--- src/rtl/wb_pipe_if.sv ---
// Bus bundle for wb_pipe: the EX result triple and pipeline controls going in,
// the two stage contents and the retired-write count coming out.
interface wb_pipe_if #(
    parameter int DATA_W = 32,
    parameter int ADDR_W = 5,
    parameter int CNT_W  = 32
);
    logic              ex_wreg_i;
    logic [ADDR_W-1:0] ex_waddr_i;
    logic [DATA_W-1:0] ex_wdata_i;
    logic [1:0]        stall_i;
    logic              flush_i;

    logic              mem_wreg_o;
    logic [ADDR_W-1:0] mem_waddr_o;
    logic [DATA_W-1:0] mem_wdata_o;
    logic              wb_wreg_o;
    logic [ADDR_W-1:0] wb_waddr_o;
    logic [DATA_W-1:0] wb_wdata_o;
    logic [CNT_W-1:0]  wb_count_o;

    modport master (
        output ex_wreg_i, ex_waddr_i, ex_wdata_i, stall_i, flush_i,
        input  mem_wreg_o, mem_waddr_o, mem_wdata_o,
        input  wb_wreg_o, wb_waddr_o, wb_wdata_o, wb_count_o
    );

    modport slave (
        input  ex_wreg_i, ex_waddr_i, ex_wdata_i, stall_i, flush_i,
        output mem_wreg_o, mem_waddr_o, mem_wdata_o,
        output wb_wreg_o, wb_waddr_o, wb_wdata_o, wb_count_o
    );
endinterface

--- src/rtl/wb_pipe.sv ---
// EX/MEM and MEM/WB result registers with stall/flush handling, bypass export
// of both stages, and a free-running count of retired register writes.
module wb_pipe #(
    parameter int DATA_W = 32,
    parameter int ADDR_W = 5,
    parameter int CNT_W  = 32
) (
    input  logic     clk,
    input  logic     rst,
    wb_pipe_if.slave bus
);

    logic              mem_wreg_q,  mem_wreg_d;
    logic [ADDR_W-1:0] mem_waddr_q, mem_waddr_d;
    logic [DATA_W-1:0] mem_wdata_q, mem_wdata_d;
    logic              wb_wreg_q,   wb_wreg_d;
    logic [ADDR_W-1:0] wb_waddr_q,  wb_waddr_d;
    logic [DATA_W-1:0] wb_wdata_q,  wb_wdata_d;
    logic [CNT_W-1:0]  cnt_q,       cnt_d;

    logic hold_mem;
    logic hold_wb;
    logic ex_kill;

    always_comb begin
        // A held MEM/WB stage forces EX/MEM to hold as well.
        hold_wb  = bus.stall_i[1];
        hold_mem = bus.stall_i[1] | bus.stall_i[0];
        ex_kill  = bus.ex_wreg_i && (bus.ex_waddr_i == '0);

        mem_wreg_d  = mem_wreg_q;
        mem_waddr_d = mem_waddr_q;
        mem_wdata_d = mem_wdata_q;
        wb_wreg_d   = wb_wreg_q;
        wb_waddr_d  = wb_waddr_q;
        wb_wdata_d  = wb_wdata_q;
        cnt_d       = cnt_q + CNT_W'(wb_wreg_q);

        if (bus.flush_i) begin
            mem_wreg_d  = 1'b0;
            mem_waddr_d = '0;
            mem_wdata_d = '0;
            wb_wreg_d   = 1'b0;
            wb_waddr_d  = '0;
            wb_wdata_d  = '0;
        end else if (!hold_wb) begin
            if (hold_mem) begin
                // EX/MEM keeps its entry, so MEM/WB must not see it twice.
                wb_wreg_d  = 1'b0;
                wb_waddr_d = '0;
                wb_wdata_d = '0;
            end else begin
                wb_wreg_d  = mem_wreg_q;
                wb_waddr_d = mem_waddr_q;
                wb_wdata_d = mem_wdata_q;
                if (ex_kill) begin
                    mem_wreg_d  = 1'b0;
                    mem_waddr_d = '0;
                    mem_wdata_d = '0;
                end else begin
                    mem_wreg_d  = bus.ex_wreg_i;
                    mem_waddr_d = bus.ex_waddr_i;
                    mem_wdata_d = bus.ex_wdata_i;
                end
            end
        end
    end

    always_ff @(posedge clk or posedge rst) begin
        if (rst) begin
            mem_wreg_q  <= 1'b0;
            mem_waddr_q <= '0;
            mem_wdata_q <= '0;
            wb_wreg_q   <= 1'b0;
            wb_waddr_q  <= '0;
            wb_wdata_q  <= '0;
            cnt_q       <= '0;
        end else begin
            mem_wreg_q  <= mem_wreg_d;
            mem_waddr_q <= mem_waddr_d;
            mem_wdata_q <= mem_wdata_d;
            wb_wreg_q   <= wb_wreg_d;
            wb_waddr_q  <= wb_waddr_d;
            wb_wdata_q  <= wb_wdata_d;
            cnt_q       <= cnt_d;
        end
    end

    assign bus.mem_wreg_o  = mem_wreg_q;
    assign bus.mem_waddr_o = mem_waddr_q;
    assign bus.mem_wdata_o = mem_wdata_q;
    assign bus.wb_wreg_o   = wb_wreg_q;
    assign bus.wb_waddr_o  = wb_waddr_q;
    assign bus.wb_wdata_o  = wb_wdata_q;
    assign bus.wb_count_o  = cnt_q;

endmodule
--- src/flat_wrapper.sv ---
// flat-port wrapper written by rule: the top's interface ports become plain ports
module wb_pipe_flat 
#(
    parameter int DATA_W = 32,
    parameter int ADDR_W = 5,
    parameter int CNT_W  = 32
)
  (clk, rst, bus_ex_wreg_i, bus_ex_waddr_i, bus_ex_wdata_i, bus_stall_i, bus_flush_i, bus_mem_wreg_o, bus_mem_waddr_o, bus_mem_wdata_o, bus_wb_wreg_o, bus_wb_waddr_o, bus_wb_wdata_o, bus_wb_count_o);
  wb_pipe_if #(.DATA_W(DATA_W), .ADDR_W(ADDR_W), .CNT_W(CNT_W)) bus_i ();
  input  logic clk;
  input  logic rst;
  input wire logic [$bits(bus_i.ex_wreg_i)-1:0] bus_ex_wreg_i;
  input wire logic [$bits(bus_i.ex_waddr_i)-1:0] bus_ex_waddr_i;
  input wire logic [$bits(bus_i.ex_wdata_i)-1:0] bus_ex_wdata_i;
  input wire logic [$bits(bus_i.stall_i)-1:0] bus_stall_i;
  input wire logic [$bits(bus_i.flush_i)-1:0] bus_flush_i;
  output wire logic [$bits(bus_i.mem_wreg_o)-1:0] bus_mem_wreg_o;
  output wire logic [$bits(bus_i.mem_waddr_o)-1:0] bus_mem_waddr_o;
  output wire logic [$bits(bus_i.mem_wdata_o)-1:0] bus_mem_wdata_o;
  output wire logic [$bits(bus_i.wb_wreg_o)-1:0] bus_wb_wreg_o;
  output wire logic [$bits(bus_i.wb_waddr_o)-1:0] bus_wb_waddr_o;
  output wire logic [$bits(bus_i.wb_wdata_o)-1:0] bus_wb_wdata_o;
  output wire logic [$bits(bus_i.wb_count_o)-1:0] bus_wb_count_o;
  assign bus_i.ex_wreg_i = bus_ex_wreg_i;
  assign bus_i.ex_waddr_i = bus_ex_waddr_i;
  assign bus_i.ex_wdata_i = bus_ex_wdata_i;
  assign bus_i.stall_i = bus_stall_i;
  assign bus_i.flush_i = bus_flush_i;
  assign bus_mem_wreg_o = bus_i.mem_wreg_o;
  assign bus_mem_waddr_o = bus_i.mem_waddr_o;
  assign bus_mem_wdata_o = bus_i.mem_wdata_o;
  assign bus_wb_wreg_o = bus_i.wb_wreg_o;
  assign bus_wb_waddr_o = bus_i.wb_waddr_o;
  assign bus_wb_wdata_o = bus_i.wb_wdata_o;
  assign bus_wb_count_o = bus_i.wb_count_o;
  wb_pipe #(.DATA_W(DATA_W), .ADDR_W(ADDR_W), .CNT_W(CNT_W)) u_core (.clk(clk), .rst(rst), .bus(bus_i));
endmodule
--- config.mk ---
export PLATFORM = sky130hd
export DESIGN_NAME = wb_pipe_flat
export DESIGN_NICKNAME = d
export VERILOG_FILES = /design/src/rtl/wb_pipe_if.sv /design/src/rtl/wb_pipe.sv /design/src/flat_wrapper.sv
export SDC_FILE = /design/constraint.sdc
export NUM_CORES = 1
export LEC_CHECK = 0
export CORE_UTILIZATION = 45
export DETAILED_ROUTE_END_ITERATION = 7
export PLACE_DENSITY = 0.77
export SYNTH_ARGS = -nofsm -noshare
export SYNTH_HDL_FRONTEND = slang
export SYNTH_SLANG_ARGS = --single-unit
--- constraint.sdc ---
create_clock -name clk -period 4.7 [get_ports clk]
set_clock_uncertainty 0.2 [all_clocks]
set_input_delay 0.705 -clock clk [delete_from_list [all_inputs] [get_ports clk]]
set_output_delay 0.705 -clock clk [all_outputs]
set_load 0.03 [all_outputs]
==> impl_metrics.env, run 1 <==
export IMPL_r2r_cells=6
export IMPL_final_nets=526
export IMPL_met3_usage=0.0710
export IMPL_worstSetupStartpointType="primary input"
export IMPL_vias=3291
export IMPL_yosysMostFrequentCell="dfrtp_1"
export IMPL_outcome="completed"
export IMPL_cp_max_fo=32
export IMPL_setup_tns_ps=0
export IMPL_antenna_cells=0
export IMPL_crit_type="primary input to flip-flop"
export IMPL_ant_nets=0
export IMPL_synth_warnings=0
export IMPL_crit_path_end_kind="flip-flop"
export IMPL_r2r_setup_slack_ps=2360
export IMPL_area_growth_pct=41.5
export IMPL_synth_cell_types=32
export IMPL_synth_async_reset_ratio=1.00
export IMPL_vdd_drop_max_uv=190
export IMPL_worst_slack_ps=2130
export IMPL_use_met2=0.349
export IMPL_drv_cap=0
export IMPL_antenna_found_initial=0
export IMPL_start_util=0.466
export IMPL_clock_sinks=108
export IMPL_holdCritStartpoint="u_core.bus.wb_count_o[31]"
export IMPL_arrival_ps=2620
export IMPL_wl_per_cell_um=17.0
export IMPL_min_delay_path_depth=1
export IMPL_rows=35
export IMPL_grt_total_usage=0.219
export IMPL_setup_viol=0
export IMPL_cts_tree="done"
export IMPL_worst_pin_slew_ps=1070
export IMPL_numCtsBuffers=9
export IMPL_synth_area_mux_share=0
export IMPL_synth_sequential_area_ratio=0.628
export IMPL_cts_htree_levels=3
export IMPL_synth_compound_area_share=0.148
export IMPL_syn_area_sq_um=4310
export IMPL_dpl_instance_area_sq_um=5910
export IMPL_syn_nets=381
export IMPL_synth_edff_count=0
export IMPL_clockBufferDepth=2
export IMPL_routabilityCongestion=0.820
export IMPL_grt_overflow_total=0
export IMPL_path_cells="clkdlybuf4s50_1, or2_0, nor2_2, a21boi_2, buf_4, a22o_1"
export IMPL_die_width_um=99.8
export IMPL_netlist_top_cells_count="dfrtp_1, a22o_1, nand2_1, xor2_1"
export IMPL_critical_path_slowest_cell="clkdlybuf4s50_1"
export IMPL_worst_path_buf_inv=2
export IMPL_final_hold_viol_count=0
export IMPL_drt_iter0_markers=112
export IMPL_ctsHoldBuffers=0
export IMPL_cts_root_buf="clkbuf_8"
export IMPL_grt_pass1_wl_mm=16.8
export IMPL_synthCells=335
export IMPL_cts_resized=0
export IMPL_hold_ws_ps=273
export IMPL_design_portCount=151
export IMPL_slew_violations=0
export IMPL_coreArea_sq_um=9240
export IMPL_dieArea_sq_um=9960
export IMPL_synthSimpleGateAreaFrac=0.125
export IMPL_use_met1=0.290
export IMPL_p_leak_nw=2.68
export IMPL_viasPerCell=5.36
export IMPL_fin_crit_ps=2570
export IMPL_synth_area_leader_cell="dfrtp_1"
export IMPL_synth_area_per_cell_sq_um=12.9
export IMPL_port_buffer_count=150
export IMPL_ys_seq_elements=108
export IMPL_max_stage_delay_ps=760
export IMPL_die_height_um=99.8
export IMPL_synth_top_family_by_area="compound AO/OA/AOI/OAI gates"
export IMPL_fillers=724
export IMPL_grt_busiest_layer="met2"
export IMPL_r2r_end="u_core.bus.wb_count_o[14]"
export IMPL_drc=0
export IMPL_synth_top_cell_area_share=0.628
export IMPL_grt_pass1_vias=3298
export IMPL_synthTopCellsByArea="dfrtp_1, a22o_1, xor2_1, nor4_2, xnor2_1"
export IMPL_critPathTopFamily="buffers and inverters"
export IMPL_drive_above_1_share=0.0866
export IMPL_min_period_over_period=0.546
export IMPL_slew_headroom=0.288
export IMPL_power_density_nw_per_um2=282
export IMPL_clk_insertion_delay_late_ps=360
export IMPL_first_pass_iters=4
export IMPL_dp_hpwl_mm=7.10
export IMPL_rsz0062_at_grt="no"
export IMPL_fmaxAchievable_mhz=390
export IMPL_r2r_start="u_core.bus.wb_wreg_o"
export IMPL_synth_xor_area_frac=0.0610
export IMPL_synthAdderAreaFrac=0.00872
export IMPL_holdPathEnd="u_core.bus.wb_count_o[31]"
export IMPL_wl_mm=10.4
export IMPL_clkTransAtPathRegs_ps=100
export IMPL_finalInstanceArea_sq_um=6090
export IMPL_postCtsSetupBuffers=0
export IMPL_critPathRequiredTime_ps=4750
export IMPL_ys_flop_type="dfrtp_1"
export IMPL_hp_class="flip-flop to flip-flop"
export IMPL_pre_cts_slack_ps=1760
export IMPL_grt_max_degree=91
-- cell type report --
class                           count  area (sq um)  area share
Tap cell                          129           161      0.0265
Clock buffer                       10           128      0.0209
Clock inverter                      6          50.0     0.00822
Timing Repair Buffer              155          1540       0.253
Inverter                            7          28.8     0.00472
Sequential cell                   108          2700       0.444
Multi-Input combinational cell    199          1480       0.243
-- stage by stage --
| step | total power, mW | util | std cells |
|---|---|---|---|
| 2_1_floorplan | 1.10 | - | 335 |
| 4_1_cts | 1.73 | 0.659 | 614 |
| 3_5_place_dp | 1.22 | 0.640 | 598 |
| 6_report | 1.72 | 0.659 | 614 |
| 3_3_place_gp | 1.22 | 0.640 | 598 |
| 5_1_grt | 1.79 | 0.659 | 614 |
-- where the power goes --
group | internal [mW] | switching (mW)
Sequential | 0.955 | 0.0267
Combinational | 0.0971 | 0.123
Clock | 0.198 | 0.317
Total | 1.25 | 0.467
-- layout by cell type (no fill, tap or decap), drive strengths merged, types with 2 or more instances in the layout --
master         netlist  final
xnor2               10     10
clkbuf              16     10
nor3b                6      6
or4                  4      4
nor2                16     16
xor2                20     20
nand4                5      5
clkinvlp             0      2
nor3                11     11
nand2               20     20
buf                  5      5
clkinv               0      3
ha                   3      3
inv                  7      8
a22o                63     63
or2                  2      2
clkdlybuf4s50        0    150
nand3               11     11
a21oi               12     12
nor4                 9      9
dfrtp              108    108
-- cell families (layout without fill, tap and decap cells) --
| logic type | count (synthesis) | after routing |
|---|---|---|
| buf+inv | 28 | 178 |
| simple gates | 88 | 88 |
| flops | 108 | 108 |
| compound gates | 78 | 78 |
| fa+ha+maj | 3 | 3 |
| xor+xnor | 30 | 30 |
-- routing by layer --
metal / vias up / share of wire
li1: 1505 / -
met1: 1644 / 0.44
met2: 129 / 0.47
met3: 13 / 0.072
met4: 0 / 0.014
met5: - / 0
-- how the worst max path moves through the flow --
| stage | slack (ps) | from | end | depth (start not counted) |
|---|---|---|---|---|
| after detailed placement | 1760 | bus_stall_i[1] | u_core.bus.mem_wdata_o[24] | 6 |
| after floorplan | 950 | rst | u_core.bus.mem_waddr_o[0] | 1 |
| after global placement | 1820 | bus_stall_i[1] | u_core.bus.mem_wdata_o[17] | 6 |
| final | 2130 | bus_stall_i[1] | u_core.bus.mem_wdata_o[24] | 6 |
| after global routing | 2000 | bus_stall_i[1] | u_core.bus.mem_wdata_o[22] | 6 |
| after CTS | 2140 | bus_stall_i[1] | u_core.bus.mem_wdata_o[24] | 6 |
-- sequential cells by signal, indices dropped and copies added, names as in the netlist --
signal and flops:
u_core.bus.mem_waddr_o 5, u_core.bus.mem_wdata_o 32, u_core.bus.mem_wreg_o 1, u_core.bus.wb_count_o 32
u_core.bus.wb_waddr_o 5, u_core.bus.wb_wdata_o 32, u_core.bus.wb_wreg_o 1
Power figures use the tool's default switching activity.
==> run 2: changes to the inputs <==
==> constraint.sdc (replaced) <==
create_clock -name clk -period 2.42 [get_ports clk]
set_clock_uncertainty 0.2 [all_clocks]
set_input_delay 0.363 -clock clk [delete_from_list [all_inputs] [get_ports clk]]
set_output_delay 0.363 -clock clk [all_outputs]
set_load 0.03 [all_outputs]
==> run 2 against run 1 <==
  * Critical path depth decreased by 5
  * Final area increased by 2.1%
  * Sequential share of layout area decreased by 0.90 points
  * Critical path type is now flip-flop to output port
  * Largest cell class unchanged
  * Largest power group unchanged
==> impl_metrics.env, run 2 (synthesized netlist as in run 1, its figures left out) <==
export IMPL_fillers=713
export IMPL_worst_slack_ps=330
export IMPL_final_cell_mix="clkdlybuf4s50_1, dfrtp_1, a22o_1"
export IMPL_top_layer_used="met4"
export IMPL_critPathRequiredTime_ps=1860
export IMPL_vias=3296
export IMPL_worst_pin_slew_ps=455
export IMPL_wl_met3_um=751
export IMPL_numCtsBuffers=9
export IMPL_fmaxAchievable_mhz=478
export IMPL_dpl_cell_count=605
export IMPL_path_cells="clkdlybuf4s50_1"
export IMPL_cts_tree="done"
export IMPL_clkTransAtPathRegs_ps=100
export IMPL_final_cell_count_no_fill=620
export IMPL_outcome="completed"
export IMPL_clockBufferDepth=2
export IMPL_coreArea_sq_um=9240
export IMPL_crit_type="flip-flop to output port"
export IMPL_worstSetupStartpointType="flip-flop"
export IMPL_vdd_drop_max_uv=351
export IMPL_grt_overflow_total=0
export IMPL_power_density_nw_per_um2=566
export IMPL_finalInstanceArea_sq_um=6220
export IMPL_slew_headroom=0.696
export IMPL_setup_viol=0
export IMPL_wl_per_cell_um=16.9
export IMPL_final_nets=533
export IMPL_die_width_um=99.8
export IMPL_dpl_instance_area_sq_um=6010
export IMPL_die_height_um=99.8
export IMPL_worst_path_buf_inv=1
export IMPL_first_pass_iters=4
export IMPL_routabilityCongestion=0.784
export IMPL_drc=0
export IMPL_design_portCount=151
export IMPL_start_util=0.466
export IMPL_clock_sinks=108
export IMPL_dp_hpwl_mm=7.40
export IMPL_pre_cts_slack_ps=95.5
export IMPL_rsz0062_at_grt="no"
export IMPL_cts_resized=0
export IMPL_critical_path_slowest_cell="clkdlybuf4s50_1"
export IMPL_slew_violations=0
export IMPL_grt_total_usage=0.222
export IMPL_p_leak_nw=2.74
export IMPL_dr_wl_met2_mm=4.93
export IMPL_rows=35
export IMPL_min_period_over_period=0.864
export IMPL_cp_max_fo=5
export IMPL_arrival_ps=1530
export IMPL_critPathTopFamily="buffers and inverters"
export IMPL_drv_cap=0
export IMPL_hp_class="primary input to async pin"
export IMPL_ctsHoldBuffers=0
export IMPL_register_area_sq_um=2700
export IMPL_drt_iter0_markers=79
export IMPL_area_growth_pct=44.4
export IMPL_fin_util=0.673
export IMPL_final_common_cell="clkdlybuf4s50_1"
export IMPL_grt_max_degree=50
export IMPL_crit_path_end_kind="output port"
export IMPL_met1Wirelength_mm=4.64
export IMPL_cts_htree_levels=3
export IMPL_clk_insertion_delay_late_ps=350
export IMPL_drive_above_1_share=0.0998
export IMPL_multi_input_comb_area_sq_um=1480
export IMPL_cts_root_buf="clkbuf_8"
export IMPL_postCtsSetupBuffers=0
export IMPL_max_stage_delay_ps=710
export IMPL_setup_tns_ps=0
export IMPL_antenna_found_initial=0
export IMPL_grt_pass1_wl_mm=17.2
export IMPL_final_hold_viol_count=0
export IMPL_ant_nets=0
export IMPL_port_buffer_count=150
export IMPL_fin_crit_ps=2090
export IMPL_antenna_cells=0
export IMPL_grt_pass1_vias=3411
export IMPL_dieArea_sq_um=9960
export IMPL_viasPerCell=5.32
export IMPL_wl_mm=10.5
run 2: changes by cell type in the layout (fill, tap and decap cells not counted), sizes merged:
cell and change:
clkbuf -1, inv -1, buf +7, clkinvlp +1
bufinv +2, clkinv -2
run 2: area by class of cell:
type	count	area share
sequential	108	0.435
inverter	7	0.00483
timing repair buffer	162	0.262
multi-input combinational	199	0.238
clock inverter	6	0.0143
clock buffer	9	0.0199
tap	129	0.0260
run 2: power breakdown:
group | total [mW] | internal (mW) | leakage, nW | switching, mW
Clock | 1.17 | 0.579 | 0.102 | 0.589
Combinational | 0.444 | 0.201 | 1.15 | 0.243
Sequential | 1.91 | 1.86 | 1.49 | 0.0505
Total | 3.52 | 2.64 | 2.74 | 0.883
run 2: metrics by stage:
stage               hold slack [ps]  total power, mW
floorplan                       294             2.15
CTS                             132             3.55
global placement                257             2.38
detailed placement              262             2.39
finish                          135             3.52
global route                    144             3.66
run 2: worst paths after layout:
path	from	end	slack, ps	cells after the start
hold reg to reg	u_core.bus.wb_count_o[31]	u_core.bus.wb_count_o[31]	270	1
max in group asynchronous	rst	u_core.bus.wb_wdata_o[9]	1330	3
hold / removal	rst	u_core.bus.mem_waddr_o[2]	140	2
setup reg to reg	u_core.bus.wb_count_o[8]	u_core.bus.wb_count_o[28]	340	4
setup / recovery	u_core.bus.wb_count_o[8]	bus_wb_count_o[8]	330	1
min in group clk	u_core.bus.wb_count_o[31]	u_core.bus.wb_count_o[31]	270	1
run 2: per-layer routing:
layer / vias up / global-route usage
met4: 0 / 0.0701
met3: 11 / 0.0585
met5: - / 0
met2: 120 / 0.353
li1: 1511 / -
met1: 1654 / 0.299
